File: config.mk
export PLATFORM = sky130hd
export DESIGN_NAME = serial_sub
export DESIGN_NICKNAME = d
export VERILOG_FILES = /design/src/rtl/serial_sub.sv
export SDC_FILE = /design/constraint.sdc
export NUM_CORES = 1
export LEC_CHECK = 0
export ABC_AREA = 1
export BUFFER_PORTS_ARGS = -buffer_cell sky130_fd_sc_hd__clkbuf_2
export CORE_MARGIN = 1
export CORE_UTILIZATION = 35
export CTS_BUF_LIST = sky130_fd_sc_hd__clkbuf_8
export CTS_CLUSTER_SIZE = 25
export DETAILED_ROUTE_END_ITERATION = 16
export MAX_ROUTING_LAYER = met4
export PLACE_DENSITY_LB_ADDON = 0.05
export SYNTH_ARGS = -nofsm -noshare
export SYNTH_HDL_FRONTEND = slang
export SYNTH_SLANG_ARGS = --single-unit
File: constraint.sdc
create_clock -name clk -period 1.35 [get_ports clk]
set_input_delay 0.2025 -clock clk [delete_from_list [all_inputs] [get_ports clk]]
set_output_delay 0.2025 -clock clk [all_outputs]
set_load 0.1 [all_outputs]
File: src/rtl/serial_sub.sv
// Bit-serial subtractor: a - b - bin, one bit per clock, LSB first.
// Result and final borrow are registered once, on entry to DONE.
module serial_sub #(
    parameter int WIDTH = 8
) (
    input  logic             clk,
    input  logic             rst_n,
    input  logic             start,
    input  logic [WIDTH-1:0] a,
    input  logic [WIDTH-1:0] b,
    input  logic             bin,
    output logic             busy,
    output logic             done,
    output logic [WIDTH-1:0] diff,
    output logic             bout
);

    localparam int CW = $clog2(WIDTH + 1);
    localparam logic [CW-1:0] LAST = CW'(WIDTH - 1);

    typedef enum logic [1:0] {
        IDLE = 2'd0,
        RUN  = 2'd1,
        DONE = 2'd2
    } state_t;

    state_t           state_q, state_d;
    logic [WIDTH-1:0] x_q, x_d;
    logic [WIDTH-1:0] y_q, y_d;
    logic [WIDTH-1:0] r_q, r_d;
    logic [WIDTH-1:0] diff_q, diff_d;
    logic [CW-1:0]    cnt_q, cnt_d;
    logic             br_q, br_d;
    logic             bout_q, bout_d;
    logic             busy_q, busy_d;
    logic             done_q, done_d;

    logic             xb, yb, d_bit, br_nx;

    // Next-state, datapath and registered-output logic of the FSM
    always_comb begin
        state_d = state_q;
        x_d     = x_q;
        y_d     = y_q;
        r_d     = r_q;
        diff_d  = diff_q;
        cnt_d   = cnt_q;
        br_d    = br_q;
        bout_d  = bout_q;
        busy_d  = busy_q;
        done_d  = done_q;

        xb    = x_q[0];
        yb    = y_q[0];
        d_bit = xb ^ yb ^ br_q;
        br_nx = (~(xb ^ yb) & br_q) | (~xb & yb);

        unique case (state_q)
            IDLE, DONE: begin
                done_d = 1'b0;
                if (start) begin
                    x_d     = a;
                    y_d     = b;
                    br_d    = bin;
                    cnt_d   = '0;
                    busy_d  = 1'b1;
                    state_d = RUN;
                end else begin
                    busy_d  = 1'b0;
                    state_d = IDLE;
                end
            end
            RUN: begin
                x_d   = x_q >> 1;
                y_d   = y_q >> 1;
                r_d   = {d_bit, r_q[WIDTH-1:1]};
                br_d  = br_nx;
                cnt_d = cnt_q + CW'(1);
                if (cnt_q == LAST) begin
                    diff_d  = {d_bit, r_q[WIDTH-1:1]};
                    bout_d  = br_nx;
                    busy_d  = 1'b0;
                    done_d  = 1'b1;
                    state_d = DONE;
                end
            end
            default: begin
                busy_d  = 1'b0;
                done_d  = 1'b0;
                state_d = IDLE;
            end
        endcase
    end

    // State and output registers, cleared asynchronously
    always_ff @(posedge clk or negedge rst_n) begin
        if (!rst_n) begin
            state_q <= IDLE;
            x_q     <= '0;
            y_q     <= '0;
            r_q     <= '0;
            diff_q  <= '0;
            cnt_q   <= '0;
            br_q    <= 1'b0;
            bout_q  <= 1'b0;
            busy_q  <= 1'b0;
            done_q  <= 1'b0;
        end else begin
            state_q <= state_d;
            x_q     <= x_d;
            y_q     <= y_d;
            r_q     <= r_d;
            diff_q  <= diff_d;
            cnt_q   <= cnt_d;
            br_q    <= br_d;
            bout_q  <= bout_d;
            busy_q  <= busy_d;
            done_q  <= done_d;
        end
    end

    assign busy = busy_q;
    assign done = done_q;
    assign diff = diff_q;
    assign bout = bout_q;

endmodule

### Word-level counts from Yosys, hierarchy flattened

Index checks and enable logic that the tools add are counted.

* register bits after elaboration: 42
* bits in latches: 0
* memory bits (writable): 0
* ROM bits: 0
* input bits: 20
* memories: 0

* add/subtract/negate cells: 1
* $mul: 0
* divide/modulo/power cells: 0
* magnitude comparators: 0
* equality and inequality tests: 5
* shift operators: 0
* multiplexer cells: 16
* bitwise operators: 7
* reduce and logical (&&, ||, !) cells: 5

Operators by type and width (number)
* 8-bit case mux with 2 select lines: 2
* 8-bit 2-to-1 mux: 2
* 4-bit case mux with 2 select lines: 1
* 1-bit 2-to-1 mux: 6
* 4-bit by 1-bit adder with 4-bit output, second input constant: 1
* 4-bit by 3-bit equality test with 1-bit output, second input constant: 1
* 4-bit 2-to-1 mux: 1
* 2-bit != test, second input constant: 2
* 1-bit case mux with 2 select lines: 2
* 2-bit case mux with 2 select lines: 1
* 2-bit AND reduction: 2
* 1-bit bitwise AND: 2
* 2-bit by 1-bit equality test with 1-bit output, second input constant: 1
* 2-bit equality test, second input constant: 1
* 2-bit zero test: 1
* 2-bit 2-to-1 mux: 1
* 1-bit NOT: 2
* 2-bit nonzero test: 1
* 2-bit OR reduction: 1
* 1-bit XOR: 2
* 1-bit OR: 1

### Depth between registers and ports, before layout

* word-level depth: 5
* gate-level depth with buffers: 7
* gate-level depth less buffers: 7

### Worst setup path after synthesis

Ideal clock, no wire load.

* path kind: register to register
* start point: register, netlist name busy
* end point: register cnt_q[3]
* library setup time: 0.117 ns
* data arrival time: 1.627 ns
* path slack: -0.395 ns
* cell stages (with the launch flop): 7
* cells stage by stage: dfrtp_1 -> nand2_2 -> nand2_1 -> inv_1 -> buf_4 -> nand2_1 -> nand2_1

RTL lines
* end signal: assignment: RTL line 114 `cnt_q <= cnt_d;`
* end: declaration: RTL line 32 `logic [CW-1:0] cnt_q, cnt_d;`

### Worst setup path after layout

* start point: register state_q[1]
* end point: register x_q[5]

* cells in the longest elaborated chain, start to end: 4

RTL lines
* start: declaration: RTL line 27 `state_t state_q, state_d;`
* start signal: assignment: RTL line 109 `state_q <= state_d;`
* 2-bit equality test / 2-bit zero test (equally long branches): RTL line 58 `unique case (state_q)`
* 2-bit OR reduction: RTL line 58
* 2-bit != test (no line) / 2-bit nonzero test (equally long branches)
* 2-bit AND reduction (no line)
* end signal: assignment: RTL line 99 `x_q <= '0;`
* end signal: assignment: RTL line 110 `x_q <= x_d;`
* end: declaration: RTL line 28 `logic [WIDTH-1:0] x_q, x_d;`

Parallel ways exist; a longest one is shown, timed or not.
A chain may end at the register's enable or synchronous reset.

==> summary.md <==
| Metric | Value |
|---|---|
| Die Area | `5270 sq um` |
| Width of the die | `72.6 um` |
| Antenna violations before repair | `0` |
| Compound-gate portion of the synthesized area | `2.30%` |
| Final Non-Filler Cells | `333` |
| Clk slew on worst S/H paths | `0.07 ns` |
| Max clock buf depth | `2` |
| Remaining Overflow, GRT | `0` |
| Clock Latency Late Sink | `0.28 ns` |
| Outcome | `finished clean` |
| Max-Cap Viols | `0` |
| First-pass GRT wire length | `6060 um` |
| Synth Area in Simple Gates | `31.9%` |
| Vias per cell | `4.16` |
| Final slew viol count | `0` |
| Period utilization | `90.7%` |
| Flop2flop setup slack | `0.13 ns` |
| Final-report setup violation count | `0` |
| Mapped Area | `1740 sq um` |
| Pwr/cell area | `2700 nW/um^2` |
| Max rail drop VDD | `1.10 mV` |
| Post-synth top area cell | `dfrtp_1` |
| Largest cells by area after synthesis | `dfrtp_1, nand2_1, inv_1, o21ai_0, buf_4` |
| Final hold violations | `0` |
| Area Overhead vs Synth | `26.3%` |
| Cell family with the largest share of critical-path delay | `flip-flops` |
| Main combinational cell family by area after synthesis | `simple AND/OR/NAND/NOR gates` |
| #FFs+latches synth | `39` |
| Clock sinks | `39` |
| Async S/R FF share, synth | `100%` |
| Crit path kind | `flop to flop` |
| Worst path bufs/invs | `3` |
| Ports | `31` |
| Final Skew | `0.00211 ns` |
| EDFF count, synth | `0` |
| Cts bufs inserted | `5` |
| Avg Cell Area, Syn | `7.89 sq um` |
| Comb power frac | `52.9%` |
| Synth Area in Adders | `1.87%` |
| Layout cells sized above 1 | `21.4%` |
| Ys flop type | `dfrtp_1` |
| Synthesis Warnings | `0` |
| Post-synthesis sequential area ratio | `56.0%` |
| RSZ-0062 raised after global routing | `false` |
| PortBufs | `30` |
| Min-delay worst type | `primary input to flop` |
| Psw | `2.91 mW` |
| Depth of the CTS H-tree | `2` |
| Cell with the most instances after synthesis | `nand2_1` |
| Vias | `1386` |
| Initial DRC Count | `103` |
| Critical Path Max Stage Delay | `0.51 ns` |
| Tmin final | `1.22 ns` |
| DRC | `0` |
| CP Cell Sequence | `inv_1 -> nand2_4 -> nand2_1 -> inv_1 -> buf_4 -> nand2_1 -> nand2_1` |
| Library cells used by synthesis | `17` |
| Sw frac | `48.9%` |
| Vert. Die Dim | `72.6 um` |
| Peak Freq | `817 MHz` |
| Antenna viol nets, final | `0` |
| Initial core utilization | `36.7%` |
| Required @ worst endpoint | `1.53 ns` |
| Dpl hpwl | `2410 um` |
| Core Footprint | `4750 sq um` |
| CTS tree | `yes` |
| Worst Path Arrival | `1.40 ns` |
| Post-Place Cells | `324` |
| Top cells by count, synth | `nand2_1, dfrtp_1, inv_1, o21ai_0` |
| Fraction of synthesized cell area in xor and xnor cells | `0%` |
| Most common cell on crit path | `nand2_1` |
| Final Wtd Congestion | `0.690` |
| Setup Fix Bufs, Post-CTS | `0` |
| Largest net degree at the start of global routing | `20` |
| CP max-delay cell | `dfrtp_4` |
| Post-route setup TNS | `0 ns` |
| Crit end category | `flop` |
| PnR Total Power | `5.95 mW` |
| CP Launch Type | `flop` |
| Tot GR Track Use | `15.6%` |
| # rows | `25` |
| Post-synth top area share | `56.0%` |
| Flop pwr share | `34.9%` |
| Multiplexer share of the synthesized area | `0%` |
| Syn Inst Count | `221` |
| Int Power | `3.04 mW` |
| CTS Root Cell | `clkbuf_8` |
| Total wire length | `3340 um` |
| P_leak | `1.25 nW` |
| DRT Pass-1 Iters | `4` |
| Wire per inst | `10.0 um` |
| Vias in the first global route | `1340` |
| Largest fanout on the critical path | `11` |
| Actual slew at the worst max-slew pin | `0.470 ns` |
| Slew headroom | `68.7%` |
| Post-Syn Nets | `243` |
| Final net count | `287` |
| ANT cells | `0` |
| Clock Power Share | `12.2%` |
[cell usage in the layout (no fill, tap or decap), types with 2 or more instances in the layout]
| cell | instances |
|---|---|
| nor2_2 | 3 |
| o21ai_0 | 7 |
| nand3_1 | 4 |
| nand2_1 | 128 |
| clkbuf_2 | 19 |
| clkbuf_8 | 5 |
| dfrtp_1 | 37 |
| buf_4 | 18 |
| dfrtp_4 | 2 |
| inv_1 | 27 |
| buf_12 | 4 |
[registers in the layout, summed over array words and instances, names as in the netlist]
| signal | count |
|---|---|
| diff | 8 |
| x_q | 8 |
| y_q | 8 |
| r_q | 7 |
| cnt_q | 4 |
| bout | 1 |
| br_q | 1 |
| busy | 1 |
| state_q | 1 |
[area by class of cell]
cell class / count / area [sq um]
fill: 506 / 2550
sequential: 39 / 983
multi-input combinational: 151 / 637
timing repair buffer: 42 / 320
inverter: 26 / 97.6
tap: 67 / 83.8
clock buffer: 5 / 68.8
clock inverter: 3 / 12.5
[per-layer routing]
| metal | track usage [%] | part of all wire [%] | vias to the layer above |
|---|---|---|---|
| li1 | - | - | 740 |
| met1 | 21.3 | 52 | 612 |
| met2 | 22.3 | 43 | 30 |
| met3 | 4.70 | 4.1 | 4 |
| met4 | 5.23 | 0.90 | 0 |
| met5 | - | 0 | - |
[kinds of logic (layout without fill, tap and decap cells)]
family,count (synthesis),after routing
flops,39,39
buf+inv,31,76
compound gates,8,8
fa+ha+maj,2,2
simple gates,141,141
[path summary, 6_finish.rpt]
check                                  startpoint                  end  cells after the start
max in group asynchronous                   rst_n   y_q[0]$_DFFE_PN0P_                      3
hold reg to reg                r_q[5]$_DFFE_PN0P_  diff[4]$_DFFE_PN0P_                      2
min in group asynchronous                   rst_n     busy$_DFFE_PN0P_                      2
setup / recovery           state_q[1]$_DFFE_PN0P_   x_q[5]$_DFFE_PN0P_                      7
setup reg to reg           state_q[1]$_DFFE_PN0P_   x_q[5]$_DFFE_PN0P_                      7
hold / removal                               b[7]   y_q[7]$_DFFE_PN0P_                      3
[stage by stage]
stage / instance area (sq um) / setup WS, ns / utilization (%) / hold WS (ns)
6_report: 2200 / 0.126 / 46.3 / 0.114
3_3_place_gp: 2100 / 0.112 / 44.3 / 0.189
4_1_cts: 2200 / 0.0834 / 46.2 / 0.106
3_5_place_dp: 2100 / 0.0880 / 44.3 / 0.181
2_1_floorplan: 1750 / 0.0238 / - / -0.0931
5_1_grt: 2200 / 0.0147 / 46.3 / 0.133
[power by group through the flow]
stage | sequential, mW | clock (mW) | combinational (mW)
after floorplan | 3.11 | 0 | 1.31
after global placement | 2.10 | 0 | 3.17
after detailed placement | 2.09 | 0 | 3.19
after CTS | 2.08 | 0.760 | 3.19
after global routing | 2.16 | 0.821 | 3.51
final | 2.08 | 0.725 | 3.15
[timing repair]
action | CTS | global route
endpoints found under the setup margin | 0 | 12
hold buffers | 1 | 0
endpoints found under the hold margin | 16 | 0
gates resized for setup | 0 | 2
[worst register-to-register path: stages, from the launching register on]
cell and delay, ns:
dfrtp_4 0.51, inv_1 0.10, nand2_4 0.09, nand2_1 0.09, inv_1 0.05, buf_4 0.17
nand2_1 0.06, nand2_1 0.05
(Power assumes the default switching activity.)
